--- src/rtl/rf_wb_arbiter.sv ---
// rf_wb_arbiter: shares the single register-file write port between the
// pipeline (P) and a long-latency unit (L). P normally wins; after a run of
// cycles where L was kept waiting, one FORCE cycle stalls P and lets L write.
// Also keeps a per-register pending-write scoreboard for long-unit results.
module rf_wb_arbiter #(
    parameter int D_WIDTH       = 32,
    parameter int ADDRESS_WIDTH = 5,
    parameter int MAX_WAIT      = 4
) (
    input  logic                        clk,
    input  logic                        rst_n,
    input  logic                        p_valid,
    input  logic [ADDRESS_WIDTH-1:0]    p_rd,
    input  logic [D_WIDTH-1:0]          p_data,
    input  logic                        l_valid,
    input  logic [ADDRESS_WIDTH-1:0]    l_rd,
    input  logic [D_WIDTH-1:0]          l_data,
    output logic                        l_ready,
    output logic                        stall,
    input  logic                        iss_valid,
    input  logic [ADDRESS_WIDTH-1:0]    iss_rd,
    output logic [2**ADDRESS_WIDTH-1:0] busy,
    output logic                        wr_en,
    output logic [ADDRESS_WIDTH-1:0]    wr_addr,
    output logic [D_WIDTH-1:0]          wr_data
);

    localparam int NREG = 2**ADDRESS_WIDTH;
    localparam int CW   = $clog2(MAX_WAIT + 1);

    localparam logic [1:0] IDLE  = 2'd0;
    localparam logic [1:0] WAIT  = 2'd1;
    localparam logic [1:0] FORCE = 2'd2;

    logic [1:0]      state_q, state_d;
    logic [CW-1:0]   wait_cnt_q, wait_cnt_d;
    logic [CW:0]     wait_inc;
    logic [NREG-1:0] busy_q, busy_d;
    logic            p_ok;
    logic            grant_p;
    logic            grant_l;
    logic            stall_c;

    // A P request to r0 is void: it never competes for the port.
    assign p_ok     = p_valid && (p_rd != '0);
    // One extra bit so MAX_WAIT=1 cannot wrap the compare.
    assign wait_inc = {1'b0, wait_cnt_q} + {{CW{1'b0}}, 1'b1};

    // Grant selection and next-state; all grants are masked while in reset.
    always_comb begin
        state_d    = state_q;
        wait_cnt_d = wait_cnt_q;
        grant_p    = 1'b0;
        grant_l    = 1'b0;
        stall_c    = 1'b0;
        case (state_q)
            IDLE: begin
                if (p_ok) begin
                    grant_p = 1'b1;
                    if (l_valid) begin
                        state_d    = WAIT;
                        wait_cnt_d = {{(CW-1){1'b0}}, 1'b1};
                    end
                end else if (l_valid) begin
                    grant_l = 1'b1;
                end
            end
            WAIT: begin
                if (!l_valid) begin
                    grant_p    = p_ok;
                    state_d    = IDLE;
                    wait_cnt_d = '0;
                end else if (!p_ok) begin
                    grant_l    = 1'b1;
                    state_d    = IDLE;
                    wait_cnt_d = '0;
                end else begin
                    grant_p    = 1'b1;
                    wait_cnt_d = wait_inc[CW-1:0];
                    if (wait_inc >= (CW+1)'(MAX_WAIT)) begin
                        state_d = FORCE;
                    end
                end
            end
            FORCE: begin
                stall_c    = 1'b1;
                grant_l    = l_valid;
                state_d    = IDLE;
                wait_cnt_d = '0;
            end
            default: begin
                state_d    = IDLE;
                wait_cnt_d = '0;
            end
        endcase
        if (!rst_n) begin
            grant_p = 1'b0;
            grant_l = 1'b0;
            stall_c = 1'b0;
        end
    end

    // Scoreboard update: a new claim overrides a same-cycle clear; r0 never busy.
    always_comb begin
        busy_d = busy_q;
        if (grant_l) begin
            busy_d[l_rd] = 1'b0;
        end
        if (iss_valid && (iss_rd != '0)) begin
            busy_d[iss_rd] = 1'b1;
        end
        busy_d[0] = 1'b0;
    end

    // State, wait counter and scoreboard registers.
    always_ff @(posedge clk or negedge rst_n) begin
        if (!rst_n) begin
            state_q    <= IDLE;
            wait_cnt_q <= '0;
            busy_q     <= '0;
        end else begin
            state_q    <= state_d;
            wait_cnt_q <= wait_cnt_d;
            busy_q     <= busy_d;
        end
    end

    assign l_ready = grant_l;
    assign stall   = stall_c;
    assign busy    = busy_q;
    assign wr_en   = grant_p || (grant_l && (l_rd != '0));
    assign wr_addr = grant_p ? p_rd   : (grant_l ? l_rd   : '0);
    assign wr_data = grant_p ? p_data : (grant_l ? l_data : '0);

endmodule
--- config.mk ---
export PLATFORM = sky130hd
export DESIGN_NAME = rf_wb_arbiter
export DESIGN_NICKNAME = d
export VERILOG_FILES = /design/src/rtl/rf_wb_arbiter.sv
export SDC_FILE = /design/constraint.sdc
export NUM_CORES = 1
export LEC_CHECK = 0
export CORE_MARGIN = 2
export CORE_UTILIZATION = 38
export DETAILED_ROUTE_END_ITERATION = 8
export MAX_ROUTING_LAYER = met4
export PLACE_DENSITY = 0.86
export SLEW_MARGIN = 20
export SYNTH_ARGS = -nofsm -noshare
export SYNTH_HDL_FRONTEND = slang
export SYNTH_SLANG_ARGS = --single-unit
--- constraint.sdc ---
create_clock -name clk -period 5.8 [get_ports clk]
set_clock_uncertainty 0.15 [all_clocks]
set_input_delay 1.16 -clock clk [delete_from_list [all_inputs] [get_ports clk]]
set_output_delay 1.16 -clock clk [all_outputs]
set_load 0.01 [all_outputs]
# Word level (Yosys, flattened, before mapping)
# Cells that the tools add are included.
# totals
reg_bits	36
in_bits	84
out_inout_bits	72
word_cells	62
# op_classes
n_addsub	1
order_cmp	5
eq_ne	5
mux	33
n_bitwise	3
n_reduce_logical	12
# op_table
cell	count
two-way mux 32 bit	4
bitwise AND 32 bit	1
NOT 32 bit	1
bitwise OR 32 bit	1
nonzero test 5 bit	3
less-than comparator 5 x 6 -> 1 bit, second input constant	2
two-way mux 1 bit	12
two-way mux 3 bit	4
demux 1 bit (select 5 bit)	2
greater-or-equal comparator 5 x 1 -> 1 bit, second input constant	2
two-way mux 2 bit	5
two-way mux 5 bit	2
one-hot mux 3 bit (2 select lines)	1
logical AND 1 bit	5
adder 3 x 1 -> 4 bit, second input constant	1
greater-or-equal comparator 4 x 3 -> 1 bit, second input constant	1
!= test 2 bit, second input constant	2
!= test 4 bit, second input constant	1
one-hot mux 2 bit (2 select lines)	1
one-hot mux 1 bit (3 select lines)	1
AND reduction 3 bit	1
== test 2 x 1 -> 1 bit, second input constant	1
== test 2 bit, second input constant	1
logical NOT 2 bit	1
other kinds (3)	3

# Longest topological paths before layout
# Gate-level depths: netlist of run 1.
# depth
ltp_word	9
ltp_mapped	7
ltp_nobuf	4

# Worst setup path after synthesis of run 1
# OpenSTA, ideal clock, no wires.
# synth_path
path_kind	input to output
from	input p_rd[0]
to	output wr_data[0]
arrival_time_ns	2.173
required_time_ns	4.490
slack_ns	2.317
path_stages	6
path_buffers	2
path_cell_list	nor3_4 a21oi_4 and2_4 buf_6 buf_6 a22o_1
# synth_via
elab_chain_len	8
word_cells_on_any_way	13
classes_between	mux (11); reduce/logical (2)
# synth_lines
item	line_no	rtl
start, declared	13	input logic [ADDRESS_WIDTH-1:0] p_rd,
nonzero test 5 bit *	45	assign p_ok = p_valid && (p_rd != '0);
logical AND 1 bit *	45	
two-way mux 1 bit	73	end else if (!p_ok) begin
two-way mux 1 bit	69	if (!l_valid) begin
one-hot mux 1 bit (3 select lines)	56	case (state_q)
two-way mux 1 bit	96	if (!rst_n) begin
two-way mux 32 bit	133	assign wr_data = grant_p ? p_data : (grant_l ? l_data : '0);
two-way mux 32 bit *	133	
end, declared	25	output logic [D_WIDTH-1:0] wr_data
# Every way passes the cells marked *; elsewhere a longest branch is shown, timed or not.

# Worst setup path after layout of run 1
# layout_path
from	input p_rd[4]
to	output wr_data[20]
# The elaborated chain is that of the path after synthesis.

==> out/summary.txt, run 1 <==
Setup Fix Bufs, Post-CTS = 0
Relative slew margins = 54.1%
RD Place Congestion = 0.849
ANT nets after route = 0
Hold_sp = busy[27]
Clock buffer depth = 2
Worst path top cell family by delay = buffers and inverters
Core footprint = 5850 sq um
Register Area = 901 sq um
Post-synth ARST share = 100%
Period utilization = 83.5%
CTS resizes = 0
Die width = 81.2 microns
Yosys reg bits = 36
Post-Synthesis Net Count = 340
CP Launch Type = primary input
Initial antenna violation count = 0
Core Util, Final = 66.2%
WP buf/inv = 2
CP cell instances = clkdlybuf4s50_1 > nor2_1 > a21oi_4 > and2_4 > a22o_1 > clkdlybuf4s50_1
Die Footprint = 6590 sq um
Root buffer cell = clkbuf_8
Global route total overflow = 0
Cts hold-fix bufs = 0
TritonCTS Buffers = 5
Maximum fanout along the worst path = 38
EDFF count, synth = 0
Hold crit path type = reg2reg
Top cells by area, synth = dfrtp_1 (40%), a22o_1 (14%), nand2_1 (11%)
Min-Delay Path Depth = 2
Power density over cell area = 223 nW/um^2
CP max stage cell = clkdlybuf4s50_1
Synthesized area per cell = 8.88 sq um
Final hold slack = 0.356 ns
Setup CP Type = in2out
R2R Path Start = state_q[1]
Status = finished clean
Via Count = 2605
H-tree Lvls = 2
Final layout net count = 485
Clk Latency, worst-skew pair = 0.29 ns
Setup_tns = 0 ns
LEAKAGE = 0.00157 uW
Die height = 81.2 microns
Row count = 28
Starting Density = 38.7%
Number of global-route vias before repair = 2422
Most frequent CP cell = clkdlybuf4s50_1
Tightest Pin Transition = 0.688 ns
Synth top area share = 39.8%
Clock tree from TritonCTS = built
Tot GR Track Use = 25.3%
Final Hold Fails = 0
Peak supply drop = 0.158 mV
Hold path endpoint = busy[27]
Vias per cell = 5.51
Multi-input gate area = 1250 sq um
RSZ-0062 raised after global routing = no
Yosys cell types = 38
Routed WL per cell = 18.4 microns
Area growth, synth to finish = 71.0%
Buffers added on ports = 154
Synth Instances = 255
Critical Path AT = 3.53 ns
Layout cells sized above 1 = 4.02%
Final setup fails = 0
Ant. Diodes = 0
Largest net degree at the start of global routing = 40
Fillcell total = 481
Ports = 156
Final min period = 4.84 ns
DRT Wirelength = 8.70 mm
F_max = 206 MHz
Synthesized area = 2260 sq um
Crit end category = primary output
Detailed Place HPWL = 6.45 mm
Max_cap viols = 0
CTS clk-pin slew, worst paths = 0.07 ns
Sink Count = 36
Max Slew Vio Count = 0
Reg2reg end = busy[30]
Initial DRC Count = 102
Sequential area share after synthesis = 39.8%
DRC viols = 0
Cell taking the most area after synthesis = dfrtp_1
R2R setup slack = 4.00 ns
Reg2Reg Depth = 4
Syn. warnings = 0
WP data required = 4.49 ns
Post-synth top flop = dfrtp_1
Global-route wire length before repair = 12.3 mm
Worst path max stage delay = 0.56 ns
First-pass DRT Iterations = 5
==> worst reg2reg max path, cell delays in order (launching register included) <==
cell and delay, ns:
dfrtp_1 0.46, and3b_1 0.23, a211oi_2 0.59, o21ai_0 0.22, nand2_1 0.10
==> cells in the final DEF, fill, tap and decap left out, types with 2 or more instances in the layout <==
| master | n |
|---|---|
| clkbuf_8 | 5 |
| o31ai_1 | 16 |
| nor3b_1 | 3 |
| nor2_1 | 8 |
| nor2b_1 | 4 |
| and2_1 | 3 |
| a21o_1 | 2 |
| nand4_1 | 5 |
| a211oi_2 | 2 |
| a22o_1 | 37 |
| nand2_1 | 64 |
| and3b_1 | 7 |
| nor3_1 | 2 |
| buf_4 | 2 |
| o21ai_0 | 18 |
| nand3b_1 | 3 |
| nand4b_1 | 4 |
| dfrtp_1 | 36 |
| nand3_1 | 8 |
| clkdlybuf4s50_1 | 154 |
| and3_1 | 2 |
==> power breakdown <==
part / internal (uW) / switching [uW]
clock: 77.4 / 85.1
sequential: 306 / 34.3
combinational: 211 / 148
total: 595 / 267
==> metrics by stage <==
| stage | cell area [sq um] | setup WS [ns] | instances | total power (uW) |
|---|---|---|---|---|
| after CTS | 3870 | 0.967 | 473 | 865 |
| after global routing | 3870 | 0.858 | 473 | 905 |
| after detailed placement | 3800 | 0.987 | 468 | 702 |
| after floorplan | 2260 | 2.32 | 255 | 469 |
| after global placement | 3800 | 1.01 | 468 | 694 |
| final | 3870 | 0.956 | 473 | 862 |
==> sequential cells by signal, summed over array words and instances, names as in the netlist <==
register / flops
wait_cnt_q: 3
busy: 31
state_q: 2
==> cells in the mapped netlist, types with 4 or more instances <==
cell      count
nand3_1       8
o21ai_0      18
clkbuf_1      5
nand4_1       5
a22o_1       37
nand2_1      64
buf_2         5
and3b_1       7
dfrtp_1      36
nor2_1        8
nor2b_1       4
nand4b_1      4
o31ai_1      16
buf_6         5
==> metal layers <==
metal / wire length, microns / GRT usage (%) / vias to the layer above
met4: 142 / 7.97 / 0
met5: 0 / - / -
met1: 3330 / 28.6 / 1238
li1: - / - / 1219
met3: 858 / 7.22 / 13
met2: 4370 / 43.1 / 135
==> logic make-up after synthesis <==
group / after synthesis / synth area share [%]
AND/OR/NAND/NOR: 121 / 27.8
adder cells (fa/ha/maj): 1 / 0.552
XOR/XNOR: 1 / 0.387
AO/OA/AOI/OAI: 77 / 26.2
buffers and inverters: 18 / 5.14
other: 1 / 0.166
flip-flops: 36 / 39.8
==> final cells by class <==
class / count / area share [%]
clock buffers: 5 / 1.78
well taps: 75 / 2.42
repair buffers: 156 / 40.2
flip-flops and latches: 36 / 23.3
multi-input cells: 201 / 32.3
==> how the worst max path moves through the flow <==
stage          slack [ns]    start           to  depth (start not counted)
2_1_floorplan        2.32  p_rd[0]   wr_data[0]                          6
3_3_place_gp         1.01  p_rd[1]  wr_data[17]                          6
3_5_place_dp         0.99  p_valid  wr_data[17]                          6
4_1_cts              0.97  p_rd[1]  wr_data[17]                          6
5_1_grt              0.86  p_rd[3]   wr_data[4]                          6
6_report             0.96  p_rd[4]  wr_data[20]                          6
Note: power is estimated with default switching activity, not from simulation.
==> run 2, diff against run 1 <==
- CORE_UTILIZATION: 38 -> 36
- PLACE_DENSITY: 0.86 -> 0.82
- clock period: 5.8 -> 4.6 ns (I/O delays scaled with it)
==> run 2 against run 1 <==
  * Die area up 5.3%
  * Flip-flop and latch count unchanged
  * Via count grew 0.23%
  * Routed wire length grew 3.8%
  * Largest power group unchanged
==> out/summary.txt, run 2 (synthesis results as in run 1) <==
RSZ-0062 raised after global routing = no
Sink Count = 36 (unchanged)
F_max = 229 MHz
Final hold slack = 0.362 ns (+0.00587 ns)
Max reg flops = 31 (unchanged)
CP Launch Type = primary input
TritonCTS Buffers = 5 (unchanged)
DRC viols = 0 (unchanged)
Detailed Place HPWL = 6.89 mm (+6.8%)
Clock tree from TritonCTS = built
Root buffer cell = clkbuf_8
H-tree Lvls = 2 (unchanged)
Crit end category = primary output
Area growth, synth to finish = 72.9%
Max Slew Vio Count = 0 (unchanged)
Starting Density = 37.8% (-0.91 points)
Core footprint = 5990 sq um (+2.4%)
CTS resizes = 0 (unchanged)
Initial antenna violation count = 0 (unchanged)
Status = finished clean
Max_cap viols = 0 (unchanged)
Row count = 28 (unchanged)
Final non-filler cell total = 477 (+0.85%)
Routed WL per cell = 18.9 microns (+2.9%)
Final setup fails = 0 (unchanged)
Commonest non-fill, non-tap cell in the layout = clkdlybuf4s50_1
Ant. Diodes = 0 (unchanged)
Initial DRC Count = 181 (+77%)
Hold crit path type = reg2reg
Clk Latency, worst-skew pair = 0.30 ns (about the same)
Die width = 83.3 microns (+2.6%)
Buffers added on ports = 154 (unchanged)
Critical Path AT = 3.29 ns (-0.24 ns)
Via Count = 2611 (+0.23%)
Setup_tns = 0 ns (unchanged)
Final layout net count = 486 (+0.21%)
Number of global-route vias before repair = 2502 (+3.3%)
Die height = 83.3 microns (+2.6%)
Period utilization = 94.9%
Maximum fanout along the worst path = 38 (unchanged)
Global route total overflow = 0 (unchanged)
Tot GR Track Use = 26.1% (+0.85 points)
Peak supply drop = 0.188 mV (+18%)
First-pass DRT Iterations = 4 (-1)
CTS clk-pin slew, worst paths = 0.07 ns (about the same)
Clock buffer depth = 2 (unchanged)
Setup Fix Bufs, Post-CTS = 0 (unchanged)
Cts hold-fix bufs = 0 (unchanged)
Largest net degree at the start of global routing = 40 (unchanged)
ANT nets after route = 0 (unchanged)
WP data required = 3.53 ns (-0.96 ns)
Final min period = 4.36 ns
Tightest Pin Transition = 0.728 ns (+0.0402 ns)
Relative slew margins = 51.4% (-2.7 points)
RD Place Congestion = 0.970 (+14%)
Commonest cells after routing, fill and taps aside = clkdlybuf4s50_1 (154), nand2_1 (64), a22o_1 (37)
Die Footprint = 6940 sq um (+5.3%)
Layout cells sized above 1 = 4.73% (+0.71 points)
Final Hold Fails = 0 (unchanged)
Reg2Reg Depth = 4 (unchanged)
Setup CP Type = in2out
Cells after DPL = 469 (+0.21%)
Ports = 156 (unchanged)
Min-Delay Path Depth = 2 (unchanged)
DRT Wirelength = 9.03 mm (+3.8%)
Vias per cell = 5.47 (-0.61%)
LEAKAGE = 0.00159 uW (+1.4%)
Global-route wire length before repair = 13.9 mm (+13%)
Power density over cell area = 289 nW/um^2 (+30%)
==> run 2: cell count changes in the layout (fill, tap and decap cells not counted) <==
cell,previous run,this run
a211oi_1,0,1
a211oi_2,2,1
buf_12,0,1
clkbuf_8,5,6
clkinv_2,0,1
inv_6,0,1
==> run 2: metal layers <==
layer | track usage [%] | share of wire [%] | vias to the layer above | routed length, microns
met4 | 7.15 | 1.6 | 0 | 146
met1 | 31.5 | 40 | 1239 | 3630
met5 | - | 0 | - | 0
li1 | - | - | 1229 | -
met3 | 4.97 | 7.9 | 8 | 718
met2 | 44.6 | 50 | 135 | 4540
==> run 2: critical path, cell delays in order <==
cell and delay, ns:
clkdlybuf4s50_1 0.54, nor3_4 0.09, a21oi_4 0.45, and2_4 0.49, a22o_1 0.21, clkdlybuf4s50_1 0.59
==> run 2: through the flow <==
stage,area (sq um),setup WS [ns],util [%],power [uW]
2_1_floorplan,2260,1.60,-,591
3_3_place_gp,3820,0.285,63.7,881
3_5_place_dp,3820,0.258,63.7,889
4_1_cts,3920,0.241,65.4,1140
5_1_grt,3920,0.140,65.4,1190
6_report,3920,0.235,65.4,1130
==> run 2: cell type report <==
class	instances	area (sq um)
clock buffer	6	82.6
timing repair buffer	157	1580
fill	501	2080
sequential	36	901
tap	75	93.8
multi-input combinational	201	1250
clock inverter	2	13.8
==> run 2: path summary, 6_finish.rpt <==
check	start	to	slack, ns
worst max-delay path	p_rd[0]	wr_data[17]	0.24
worst min-delay path	busy[5]	busy[5]	0.36
worst max register to register	state_q[1]	busy[10]	2.75
worst min register to register	busy[5]	busy[5]	0.36
max in group asynchronous	rst_n	busy[8]	2.98
min in group asynchronous	rst_n	busy[14]	1.00
==> run 2: power breakdown <==
| group | switching (uW) | internal, uW |
|---|---|---|
| combinational | 188 | 268 |
| sequential | 45.2 | 386 |
| clock | 124 | 122 |
| total | 357 | 776 |
==> run 3, diff against run 2 <==
- CELL_PAD_IN_SITES_DETAIL_PLACEMENT: default -> 1
- CELL_PAD_IN_SITES_GLOBAL_PLACEMENT: default -> 2
- CORE_UTILIZATION: 36 -> 18
- PLACE_DENSITY: 0.82 -> default
- PLACE_DENSITY_LB_ADDON: default -> 0.1
==> run 3 against run 2 <==
  * Clock-buffer cell count is the same
  * Routed wire length grew 17%
  * Global-route usage shrank 10 points
  * Highest routed layer unchanged
  * Non-clock buffer count grew 1
  * Setup slack gained 0.26 ns
  * Sequential power is essentially flat
  * Maximum frequency grew 6.4%
  * Critical path depth grew 1
  * Sequential share of layout area shrank 1.1 points
  * Hold slack lost 0.0029 ns
  * Critical endpoint is now wr_data[4]
  * Largest power group unchanged
  * Power grew 10%
  * Via count shrank 1.4%
==> out/summary.txt, run 3 (synthesis results as in run 1) <==
Starting Density = 18.6% (-19 points)
Slack of the critical path = 0.497 ns (+0.262 ns)
Reg power frac = 34.7% (-3.3 points)
DRT Wirelength = 10.6 mm (+17%)
R2R setup slack = 2.66 ns (-0.09 ns)
Max_cap viols = 0 (unchanged)
Tot GR Track Use = 15.7% (-10 points)
Area growth, synth to finish = 81.4%
Most frequent CP cell = clkdlybuf4s50_1
Setup CP Type = in2out
Final non-filler cell total = 571 (+20%)
Die height = 116 microns (+39%)
Pre-CTS WS = 0.474 ns (+0.216 ns)
Final Hold Fails = 0 (unchanged)
Global-route wire length before repair = 15.6 mm (+12%)
Cells after DPL = 563 (+20%)
Initial antenna violation count = 0 (unchanged)
Internal Power = 872 uW (+12%)
Clk Latency, worst-skew pair = 0.28 ns (-0.02 ns)
CP Launch Type = primary input
TritonCTS Buffers = 5 (unchanged)
Register Area = 901 sq um (unchanged)
Power density over cell area = 304 nW/um^2 (+5.0%)
Worst path max stage delay = 0.55 ns (-0.04 ns)
Gate power share = 36.6% (-3.6 points)
Routed WL per cell = 18.5 microns (-2.2%)
Max reg flops = 31 (unchanged)
H-tree Lvls = 2 (unchanged)
Cts hold-fix bufs = 0 (unchanged)
Critical Path AT = 3.03 ns (-0.26 ns)
Relative slew margins = 44.3% (-7.1 points)
Row count = 40 (+43%)
Tightest Pin Transition = 0.834 ns (+0.106 ns)
Clock group share of total power = 28.7% (+6.9 points)
RSZ-0062 raised after global routing = no
Die Footprint = 13500 sq um (+94%)
Final setup fails = 0 (unchanged)
Status = finished clean
Total power = 1250 uW (+10%)
Layout cells sized above 1 = 5.46% (+0.73 points)
Crit end category = primary output
First-pass DRT Iterations = 4 (unchanged)
Peak supply drop = 0.133 mV (-29%)
F_max = 244 MHz (+6.4%)
Period utilization = 89.2% (-5.7 points)
Ports = 156 (unchanged)
Maximum fanout along the worst path = 38 (unchanged)
Core footprint = 12200 sq um (+100%)
Clock buffer depth = 2 (unchanged)
Net Sw Power = 376 uW (+5.3%)
Final layout net count = 487 (+0.21%)
Commonest cells after routing, fill and taps aside = clkdlybuf4s50_1 (153), nand2_1 (64), a22o_1 (37)
CP cell instances = clkdlybuf4s50_1 > nor2_1 > a21oi_4 > and2_4 > buf_12 > a22o_1 > clkdlybuf4s50_1
ANT nets after route = 0 (unchanged)
Fillcell total = 1406 (+180%)
Root buffer cell = clkbuf_16
CP max stage cell = clkdlybuf4s50_1
LEAKAGE = 0.00162 uW (+2.3%)
Max Slew Vio Count = 0 (unchanged)
Setup_tns = 0 ns (unchanged)
Die width = 116 microns (+39%)
Multi-input gate area = 1250 sq um (+0.40%)
Sw frac = 30.1% (-1.4 points)
Hold crit path type = reg2reg
Largest net degree at the start of global routing = 40 (unchanged)
Vias per cell = 4.51 (-18%)
Detailed Place HPWL = 8.19 mm (+19%)
CTS clk-pin slew, worst paths = 0.06 ns (about the same)
CTS resizes = 0 (unchanged)
Setup Fix Bufs, Post-CTS = 0 (unchanged)
WP data required = 3.53 ns (about the same)
Number of global-route vias before repair = 2633 (+5.2%)
Commonest non-fill, non-tap cell in the layout = clkdlybuf4s50_1
Ant. Diodes = 0 (unchanged)
Global route total overflow = 0 (unchanged)
Final min period = 4.10 ns (-0.262 ns)
Clock tree from TritonCTS = built
DRC viols = 0 (unchanged)
Sink Count = 36 (unchanged)
Via Count = 2575 (-1.4%)
Core Util, Final = 33.8% (-32 points)
Buffers added on ports = 154 (unchanged)
RD Place Congestion = 0.745 (-23%)
Initial DRC Count = 97 (-46%)
[run 3: changes by cell type in the layout (fill, tap and decap cells not counted), sizes merged]
cell,before,now
buf,3,5
clkdlybuf4s50,154,153
[run 3: worst max-delay path, delay by kind of cell]
family | cells | cell delay [ns]
compound gates | 2 | 0.49
buf+inv | 3 | 1.28
simple gates | 2 | 0.33
[run 3: power groups by stage]
| stage | sequential, uW | combinational (uW) | clock (uW) |
|---|---|---|---|
| finish | 433 | 457 | 358 |
| global placement | 439 | 458 | 0 |
| floorplan | 458 | 132 | 0 |
| detailed placement | 440 | 462 | 0 |
| global route | 443 | 497 | 385 |
| CTS | 436 | 465 | 369 |
[run 3: final timing paths]
path	end	cells past startpoint	start
max	wr_data[4]	7	p_rd[4]
min	busy[28]	2	busy[28]
max reg2reg	busy[10]	4	state_q[1]
min reg2reg	busy[28]	2	busy[28]
max in group asynchronous	busy[21]	2	rst_n
min in group asynchronous	state_q[1]	2	rst_n
[run 3: final cells by class]
| type | count | share of cell area, % |
|---|---|---|
| Timing Repair Buffer | 158 | 38.7 |
| Clock buffer | 6 | 3.38 |
| Clock inverter | 2 | 0.335 |
| Sequential cell | 36 | 21.9 |
| Tap cell | 168 | 5.12 |
| Multi-Input combinational cell | 201 | 30.5 |
[run 3: through the flow]
stage          hold WS (ns)  cell area, sq um
2_1_floorplan         0.330              2260
3_3_place_gp          0.348              3960
3_5_place_dp          0.342              3960
4_1_cts               0.372              4110
5_1_grt               0.392              4110
6_report              0.359              4110
[run 3: routing by layer]
metal / vias to the layer above / track usage, % / wire, microns
met4: 0 / 2.38 / 61
met1: 1238 / 18.7 / 4490
met3: 5 / 3.01 / 702
met5: - / - / 0
li1: 1230 / - / -
met2: 102 / 28.2 / 5320
